`src/rtl/spi_xfer_ctrl_pkg.sv`:
```
// Shared definitions for the SPI transfer sequencer: FSM state encoding and
// default sizing that must track the SPI shift core.
package spi_xfer_ctrl_pkg;

    localparam int DEF_DWIDTH = 8;
    localparam int DEF_DEPTH  = 4;
    localparam int DEF_AW     = 2;

    typedef enum logic [2:0] {
        ST_IDLE      = 3'd0,
        ST_ISSUE     = 3'd1,
        ST_WAIT_ACK  = 3'd2,
        ST_WAIT_DONE = 3'd3,
        ST_CAPTURE   = 3'd4
    } xfer_state_e;

    function automatic logic state_active(input xfer_state_e s);
        return s != ST_IDLE;
    endfunction

endpackage

```
`src/rtl/spi_xfer_ctrl_if.sv`:
```
// Host streaming and SPI-core strobe signals of the transfer sequencer.
// slave = the sequencer, master = host logic plus the SPI core.
interface spi_xfer_ctrl_if #(parameter int DWIDTH = 8);

    logic              tx_valid;
    logic              tx_ready;
    logic [DWIDTH-1:0] tx_data;
    logic              rx_valid;
    logic              rx_ready;
    logic [DWIDTH-1:0] rx_data;
    logic              busy;
    logic              core_cs;
    logic              core_wr;
    logic              core_rd;
    logic [DWIDTH-1:0] core_din;
    logic [DWIDTH-1:0] core_dout;
    logic              core_done;

    modport slave (
        input  tx_valid, tx_data, rx_ready, core_dout, core_done,
        output tx_ready, rx_valid, rx_data, busy,
               core_cs, core_wr, core_rd, core_din
    );

    modport master (
        output tx_valid, tx_data, rx_ready, core_dout, core_done,
        input  tx_ready, rx_valid, rx_data, busy,
               core_cs, core_wr, core_rd, core_din
    );

endinterface

```
`src/rtl/spi_sync_fifo.sv`:
```
// Synchronous first-word-fall-through FIFO with count-based full/empty flags.
// Storage is cleared on reset so the head reads 0 while empty after reset.
module spi_sync_fifo #(
    parameter int DWIDTH = 8,
    parameter int DEPTH  = 4,
    parameter int AW     = 2
) (
    input  logic              clk,
    input  logic              rst_n,
    input  logic              push,
    input  logic [DWIDTH-1:0] wdata,
    input  logic              pop,
    output logic [DWIDTH-1:0] rdata,
    output logic              full,
    output logic              empty
);

    localparam logic [AW:0] FULL_CNT = (AW+1)'(DEPTH);

    logic [DWIDTH-1:0] mem [DEPTH];
    logic [AW-1:0]     wr_ptr;
    logic [AW-1:0]     rd_ptr;
    logic [AW:0]       count;
    logic              do_push;
    logic              do_pop;

    // push while full is only legal when the same cycle pops
    assign do_pop  = pop && !empty;
    assign do_push = push && (!full || do_pop);

    always_ff @(posedge clk or negedge rst_n) begin
        if (!rst_n) begin
            wr_ptr <= '0;
            rd_ptr <= '0;
            count  <= '0;
            for (int i = 0; i < DEPTH; i++) begin
                mem[i] <= '0;
            end
        end else begin
            if (do_push) begin
                mem[wr_ptr] <= wdata;
                wr_ptr      <= wr_ptr + 1'b1;
            end
            if (do_pop) begin
                rd_ptr <= rd_ptr + 1'b1;
            end
            case ({do_push, do_pop})
                2'b10:   count <= count + 1'b1;
                2'b01:   count <= count - 1'b1;
                default: count <= count;
            endcase
        end
    end

    assign rdata = mem[rd_ptr];
    assign full  = (count == FULL_CNT);
    assign empty = (count == '0);

endmodule

```
`src/rtl/spi_xfer_ctrl.sv`:
```
// Host-side sequencer for the SPI shift core: TX FIFO -> one core transfer at a
// time -> RX FIFO, with valid/ready back-pressure on both host streams.
//
//  state        | meaning
//  ST_IDLE      | wait for a TX word and a free RX slot
//  ST_ISSUE     | cs/wr strobe for one cycle with din = TX head, pop TX
//  ST_WAIT_ACK  | wait for core done to drop (discard stale done)
//  ST_WAIT_DONE | wait for core done to rise
//  ST_CAPTURE   | push core dout into RX
module spi_xfer_ctrl
    import spi_xfer_ctrl_pkg::*;
#(
    parameter int DWIDTH = DEF_DWIDTH,
    parameter int DEPTH  = DEF_DEPTH,
    parameter int AW     = DEF_AW
) (
    input logic           clk,
    input logic           rst_n,
    spi_xfer_ctrl_if.slave bus
);

    xfer_state_e       state;
    xfer_state_e       state_nxt;
    logic              tx_full;
    logic              tx_empty;
    logic              rx_full;
    logic              rx_empty;
    logic              tx_push;
    logic              tx_pop;
    logic              rx_push;
    logic              rx_pop;
    logic [DWIDTH-1:0] tx_head;

    assign tx_push = bus.tx_valid && !tx_full;
    assign rx_pop  = bus.rx_ready && !rx_empty;
    assign tx_pop  = (state == ST_ISSUE);
    assign rx_push = (state == ST_CAPTURE);

    spi_sync_fifo #(.DWIDTH(DWIDTH), .DEPTH(DEPTH), .AW(AW)) u_tx_fifo (
        .clk   (clk),
        .rst_n (rst_n),
        .push  (tx_push),
        .wdata (bus.tx_data),
        .pop   (tx_pop),
        .rdata (tx_head),
        .full  (tx_full),
        .empty (tx_empty)
    );

    spi_sync_fifo #(.DWIDTH(DWIDTH), .DEPTH(DEPTH), .AW(AW)) u_rx_fifo (
        .clk   (clk),
        .rst_n (rst_n),
        .push  (rx_push),
        .wdata (bus.core_dout),
        .pop   (rx_pop),
        .rdata (bus.rx_data),
        .full  (rx_full),
        .empty (rx_empty)
    );

    always_ff @(posedge clk or negedge rst_n) begin
        if (!rst_n) begin
            state <= ST_IDLE;
        end else begin
            state <= state_nxt;
        end
    end

    // issuing only with a free RX slot means CAPTURE can never overflow RX
    always_comb begin
        state_nxt = state;
        case (state)
            ST_IDLE:      if (!tx_empty && !rx_full) state_nxt = ST_ISSUE;
            ST_ISSUE:     state_nxt = ST_WAIT_ACK;
            ST_WAIT_ACK:  if (!bus.core_done) state_nxt = ST_WAIT_DONE;
            ST_WAIT_DONE: if (bus.core_done) state_nxt = ST_CAPTURE;
            ST_CAPTURE:   state_nxt = ST_IDLE;
            default:      state_nxt = ST_IDLE;
        endcase
    end

    assign bus.tx_ready = !tx_full;
    assign bus.rx_valid = !rx_empty;
    assign bus.busy     = state_active(state) || !tx_empty;
    assign bus.core_cs  = (state == ST_ISSUE);
    assign bus.core_wr  = (state == ST_ISSUE);
    assign bus.core_rd  = 1'b0;
    assign bus.core_din = tx_head;

endmodule

```
`src/flat_wrapper.sv`:
```
// flat-port wrapper written by rule: the top's interface ports become plain ports
module spi_xfer_ctrl_flat import spi_xfer_ctrl_pkg::*;
#(
    parameter int DWIDTH = DEF_DWIDTH,
    parameter int DEPTH  = DEF_DEPTH,
    parameter int AW     = DEF_AW
)
  (clk, rst_n, bus_tx_valid, bus_tx_data, bus_rx_ready, bus_core_dout, bus_core_done, bus_tx_ready, bus_rx_valid, bus_rx_data, bus_busy, bus_core_cs, bus_core_wr, bus_core_rd, bus_core_din);
  spi_xfer_ctrl_if #(.DWIDTH(DWIDTH)) bus_i ();
  input logic clk;
  input logic rst_n;
  input wire logic [$bits(bus_i.tx_valid)-1:0] bus_tx_valid;
  input wire logic [$bits(bus_i.tx_data)-1:0] bus_tx_data;
  input wire logic [$bits(bus_i.rx_ready)-1:0] bus_rx_ready;
  input wire logic [$bits(bus_i.core_dout)-1:0] bus_core_dout;
  input wire logic [$bits(bus_i.core_done)-1:0] bus_core_done;
  output wire logic [$bits(bus_i.tx_ready)-1:0] bus_tx_ready;
  output wire logic [$bits(bus_i.rx_valid)-1:0] bus_rx_valid;
  output wire logic [$bits(bus_i.rx_data)-1:0] bus_rx_data;
  output wire logic [$bits(bus_i.busy)-1:0] bus_busy;
  output wire logic [$bits(bus_i.core_cs)-1:0] bus_core_cs;
  output wire logic [$bits(bus_i.core_wr)-1:0] bus_core_wr;
  output wire logic [$bits(bus_i.core_rd)-1:0] bus_core_rd;
  output wire logic [$bits(bus_i.core_din)-1:0] bus_core_din;
  assign bus_i.tx_valid = bus_tx_valid;
  assign bus_i.tx_data = bus_tx_data;
  assign bus_i.rx_ready = bus_rx_ready;
  assign bus_i.core_dout = bus_core_dout;
  assign bus_i.core_done = bus_core_done;
  assign bus_tx_ready = bus_i.tx_ready;
  assign bus_rx_valid = bus_i.rx_valid;
  assign bus_rx_data = bus_i.rx_data;
  assign bus_busy = bus_i.busy;
  assign bus_core_cs = bus_i.core_cs;
  assign bus_core_wr = bus_i.core_wr;
  assign bus_core_rd = bus_i.core_rd;
  assign bus_core_din = bus_i.core_din;
  spi_xfer_ctrl #(.DWIDTH(DWIDTH), .DEPTH(DEPTH), .AW(AW)) u_core (.clk(clk), .rst_n(rst_n), .bus(bus_i));
endmodule
```
`config.mk`:
```
export PLATFORM = sky130hd
export DESIGN_NAME = spi_xfer_ctrl_flat
export DESIGN_NICKNAME = d
export VERILOG_FILES = /design/src/rtl/spi_xfer_ctrl_pkg.sv /design/src/rtl/spi_xfer_ctrl_if.sv /design/src/rtl/spi_sync_fifo.sv /design/src/rtl/spi_xfer_ctrl.sv /design/src/flat_wrapper.sv
export SDC_FILE = /design/constraint.sdc
export NUM_CORES = 1
export LEC_CHECK = 0
export ABC_AREA = 1
export BUFFER_PORTS_ARGS = -buffer_cell sky130_fd_sc_hd__buf_2
export CAP_MARGIN = 20
export CORE_MARGIN = 2
export CORE_UTILIZATION = 40
export CTS_CLUSTER_DIAMETER = 40
export DETAILED_ROUTE_END_ITERATION = 10
export SYNTH_ARGS = -nofsm -noshare
export SYNTH_HDL_FRONTEND = slang
export SYNTH_HIERARCHICAL = 1
export SYNTH_SLANG_ARGS = --single-unit
```
`constraint.sdc`:
```
create_clock -name clk -period 2.6 [get_ports clk]
set_input_delay 0.13 -clock clk [delete_from_list [all_inputs] [get_ports clk]]
set_output_delay 0.13 -clock clk [all_outputs]
set_load 0.02 [all_outputs]
```
Yosys cells after proc, flatten, opt, wreduce, memory -nomap -nowiden
Cells that the tools add are included.
Storage, ports and cells
  register bits after elaboration: 81
  output and inout port bits: 22
  word-level logic and storage cells: 87
Operators by class
  $add $sub $neg: 8
  magnitude comparators: 6
  equality and inequality tests: 13
  mux-type cells: 18
  bitwise logic cells: 4
  reduce and logical (&&, ||, !) cells: 23
Operator list (count)
  $bwmux W32: 2
  $mux W8: 6
  $bmux W8 S2: 2
  $demux W8 S2: 2
  $ge A3 B3 Y1 const B: 4
  $not A2 Y3: 4
  $pmux W3 S2: 2
  $pmux W3 S4: 1
  $eq A3 B3 Y1 const B: 3
  $logic_and A1 B1 Y1: 9
  $logic_not A3 Y1: 3
  $mux W3: 3
  $add A2 B1 Y2 const B: 4
  $add A3 B1 Y3 const B: 2
  $eq A3 B2 Y1 const B: 2
  $lt A3 B1 Y1 const B: 2
  $sub A3 B1 Y3 const B: 2
  $eq A2 B1 Y1 const B: 2
  $eq A2 B2 Y1 const B: 2
  $logic_not A1 Y1: 4
  $ne A2 B2 Y1 const B: 2
  $reduce_bool A2 Y1: 2
  $eq A3 B1 Y1 const B: 1
  $logic_or A1 B1 Y1: 3
  other kinds (3): 3

Longest topological paths before layout
  depth in word-level cells: 8
  mapped depth: 15
  mapped depth without buffers: 14

Cells and area by module
The synthesis kept the hierarchy.
By module, submodules not included
  spi_sync_fifo at u_core.u_rx_fifo: instances 1, cells each 236, area each 2014.4 sq um
  spi_sync_fifo at u_core.u_tx_fifo: instances 1, cells each 236, area each 2011.9 sq um
  spi_xfer_ctrl: instances 1, cells each 33, area each 212.7 sq um

Least setup slack after synthesis
Ideal clock, no wire load.
  path type: register -> register
  from: reg u_core.state[2]
  to: reg u_core.u_tx_fifo.count[1]
  setup time: 0.083 ns
  data arrival time: 2.152 ns
  setup slack: 0.365 ns
  stages on the path, launching flop included: 12
  clock period less this slack: 2.235 ns
  cell sequence: dfrtp_1 > inv_1 > nand2_1 > nor2_1 > inv_1 > nand3_2 > buf_6 > nand2_1 > ha_1 > inv_1 > fa_1 > o21ai_0
Between the ends
  word-level cells in the longest chain between the ends: 6
  elaborated cells on any way between the ends: 8
  classes of those cells: eq/ne (3); mux (1); reduce/logical (4)
RTL lines
  from (decl): RTL line spi_xfer_ctrl.sv:22  | xfer_state_e state;
  from (signal assigned): RTL line spi_xfer_ctrl.sv:65  | state <= state_nxt;
  $eq A3 B1 Y1 *
  named net bus_core_cs: RTL line flat_wrapper.sv:21  | output wire logic [$bits(bus_i.core_cs)-1:0] bus_core_cs;
  $logic_and A1 B1 Y1 *: RTL line spi_sync_fifo.sv:28  | assign do_pop = pop && !empty;
  $logic_or A1 B1 Y1: RTL line spi_sync_fifo.sv:29  | assign do_push = push && (!full || do_pop);
  $logic_and A1 B1 Y1: RTL line spi_sync_fifo.sv:29
  $eq A2 B1 Y1 / $eq A2 B2 Y1 (equally long branches): RTL line spi_sync_fifo.sv:47  | case ({do_push, do_pop})
  $pmux W3 S2 / $reduce_bool A2 Y1 (equally long branches)
  to (signal assigned): RTL line spi_sync_fifo.sv:48  | 2'b10: count <= count + 1'b1;
  to (signal assigned): RTL line spi_sync_fifo.sv:49  | 2'b01: count <= count - 1'b1;
  to (signal assigned): RTL line spi_sync_fifo.sv:50  | default: count <= count;
  to (decl): RTL line spi_sync_fifo.sv:23  | logic [AW:0] count;
Mark *: on every way through the listed nets, which the timed path passes. The rest lies on a longest branch.
A chain may end at the register's enable or synchronous reset.

Worst setup path in the final report
  from: reg u_core.state[2]
  to: reg u_core.u_tx_fifo.count[2]
Between the ends
  word-level cells in the longest chain between the ends: 6
  elaborated cells on any way between the ends: 8
  classes of those cells: eq/ne (3); mux (1); reduce/logical (4)
RTL lines
  $eq A3 B1 Y1 *: RTL line spi_xfer_ctrl.sv:36  | assign tx_pop = (state == ST_ISSUE);
  $logic_and A1 B1 Y1 *: RTL line spi_sync_fifo.sv:28
  named net u_core.u_tx_fifo.do_pop: RTL line spi_sync_fifo.sv:25  | logic do_pop;
  $logic_or A1 B1 Y1: RTL line spi_sync_fifo.sv:29
  $logic_and A1 B1 Y1: RTL line spi_sync_fifo.sv:29
  $eq A2 B1 Y1 / $eq A2 B2 Y1 (equally long branches): RTL line spi_sync_fifo.sv:47
  $pmux W3 S2 / $reduce_bool A2 Y1 (equally long branches)
Marks and branches as above.

==> results.cfg <==
[synth]
async_flop_share_pct = 100
synth_top_area_share_pct = 47.8
yosysSeqAreaShare_pct = 47.8
synth_area_leader_cell = dfrtp_1
mappedNetlistArea_um2 = 4240
synth.top_cells.by_count = nand2_1, dfrtp_1, nand4_1, o21ai_0
synth_edf_count = 0
synth-seq-cells = 81
synth_nets = 538
synthCells = 505
yosys_warnings = 6
synth_most_common_cell = nand2_1
syn_avg_cell_area_um2 = 8.39
synth_cell_types = 22
synth-main-ff-cell = dfrtp_1
yosys-top-cells-area = dfrtp_1, nand2_1, nand4_1, o21ai_0, inv_1

[sta]
post-route-min-period_ps = 2080
period_share_pct = 79.9
slew_viol_final = 0
finClkSkew_ps = 9.53
tightest_slew_ps = 626
rsz0062_at_grt = false
fmax_mhz = 482
setup_ws_ps = 524
setup_viol = 0
setup_tns_ps = 0
relSlewSlack_pct = 58.3
hold_viol_final = 0

[setup_path]
crit_buf_inv = 3
start_kind = flop
critical_path_required_ps = 2840
crit_family = simple AND/OR/NAND/NOR gates
criticalPathCategory = reg2reg
path_max_fanout = 5
crit_chain = inv_1, nand2_1, nor2_1, nand2_1, inv_1, ha_1, inv_1, fa_1, nand2_1, nand3b_1, xor2_1
critical_path.endpoint_type = flop
slowest_delay_ps = 400
cp.arrival_ps = 2310
critPathSlowestCell = dfrtp_1
worstReg2RegStart = u_core/state[2]
path_depth = 11
reg2reg_depth = 11
r2r_end = u_core/u_tx_fifo/count[2]
ff2ff_setup_slack_ps = 520

[global_routing]
grt_max_degree = 47
grt_pass1_wl_um = 17000
antenna_found_initial = 0
grt_pass1_vias = 3345
grt-ovfl-total = 0
groute.usage.overall_pct = 18.8

[pwr]
p_leak_nw = 2.42
ir_worst_vdd_mv = 0.595
p_per_area_nw_per_um2 = 1290

[clocking]
cts_setup_buffers = 0
clk_latency_ps = 350
clockRootBuffer = clkbuf_8
cts_buffer_depth = 2
htreeDepth = 3
cts_buffers = 9
clock-sinks = 81
path_clk_slew_ps = 80
cts_resized = 0
cts_tree = done

[finish]
nets = 565
utilization_pct = 45.4
diodes = 0
fillerInstances = 1065
layout-drive-gt1-share_pct = 14.7
areaGrowthSynthToFinish_pct = 10.4

[route]
totalWireLength_um = 9980
first_pass_iters = 4
dr_total_vias = 3584
routedWlPerCell_um = 14.8
drtIter0Drc = 191
via_per_inst = 5.33
antenna_left = 0
post-route-drc-count = 0

[floorplanning]
rows = 37
coreArea_um2 = 10300
start_util_pct = 41.1
ios = 43
die_h_um = 107
die_area_um2 = 11400
die_w_um = 107

[min_path]
hold_class = in2reg
hold-path-endpoint = u_core/state[2]
min_from = bus_core_done
hold_depth = 3

[place]
dp_hpwl_um = 6590
preCtsSetupSlack_ps = 522
gp_congestion = 0.790
io_buffers = 41

[run_status]
status = complete, no violations

[job]
drv_cap = 0
## layout make-up
cell class | instances | area [um2] | area share [%]
clock inverter | 4 | 75.1 | 1.60
tap | 136 | 170 | 3.63
inverter | 35 | 131 | 2.81
multi-input combinational | 355 | 1850 | 39.4
sequential | 81 | 2030 | 43.3
timing repair buffer | 50 | 278 | 5.93
clock buffer | 12 | 155 | 3.31
## sequential cells by signal, indices dropped and copies added (netlist names)
name,cells
u_core/u_rx_fifo/mem,32
u_core/u_tx_fifo/count,3
u_core/u_tx_fifo/rd_ptr,2
u_core/u_rx_fifo/wr_ptr,2
u_core/state,3
u_core/u_rx_fifo/count,3
u_core/u_tx_fifo/wr_ptr,2
u_core/u_rx_fifo/rd_ptr,2
u_core/u_tx_fifo/mem,32
## logic make-up (layout without fill, tap and decap cells)
family | count (synthesis) | in the layout | share of synthesized area [%]
flops | 81 | 81 | 47.8
xor+xnor | 8 | 8 | 1.65
buf+inv | 69 | 101 | 8.83
simple gates | 281 | 281 | 31.0
fa+ha+maj | 12 | 12 | 3.90
other cells | 1 | 1 | 0.0885
compound gates | 53 | 53 | 6.73
## worst max path at each step
stage	endpoint	slack, ps	from
global route	u_core/u_tx_fifo/count[2]	320	u_core/state[2]
detailed placement	u_core/u_tx_fifo/count[2]	520	u_core/state[2]
CTS	u_core/u_tx_fifo/count[2]	510	u_core/state[2]
floorplan	u_core/u_tx_fifo/count[1]	360	u_core/state[2]
global placement	u_core/u_rx_fifo/count[2]	610	u_core/u_rx_fifo/count[1]
finish	u_core/u_tx_fifo/count[2]	520	u_core/state[2]
## cell usage in the layout (no fill, tap or decap), drive strengths merged, types with 10 or more instances in the layout
| master | instances |
|---|---|
| nand4 | 66 |
| nand2 | 154 |
| nor2 | 38 |
| ha | 10 |
| clkbuf | 12 |
| o21ai | 36 |
| buf | 49 |
| dfrtp | 81 |
| inv | 35 |
| o22ai | 16 |
| nand3 | 17 |
## metal layers
metal  share of wire (%)  GRT usage (%)
met1                  47           25.6
met2                  47           30.3
met3                 5.2           4.56
met4                0.59           4.55
met5                   0              0
## tightest hold or removal path: stages
cell     delay [ps]
buf_2           120
nand4_1          80
inv_1            40
## timing repair
item,in CTS,in global routing
hold buffers,1,0
setup endpoints to repair,0,0
endpoints found under the hold margin,44,0
## metrics by stage
stage	power, mW	std cells	area (um2)	hold slack (ps)
finish	6.05	673	4680	54.6
detailed placement	5.00	656	4440	191
floorplan	4.32	505	4240	-166
CTS	6.10	673	4680	39.6
global route	6.58	673	4680	46.2
global placement	4.94	656	4440	181
## where the power goes
group	total, mW	internal, mW	switching (mW)
logic	2.83	0.949	1.88
registers	2.16	1.78	0.376
clock network	1.07	0.594	0.471
(Power assumes the default switching activity.)
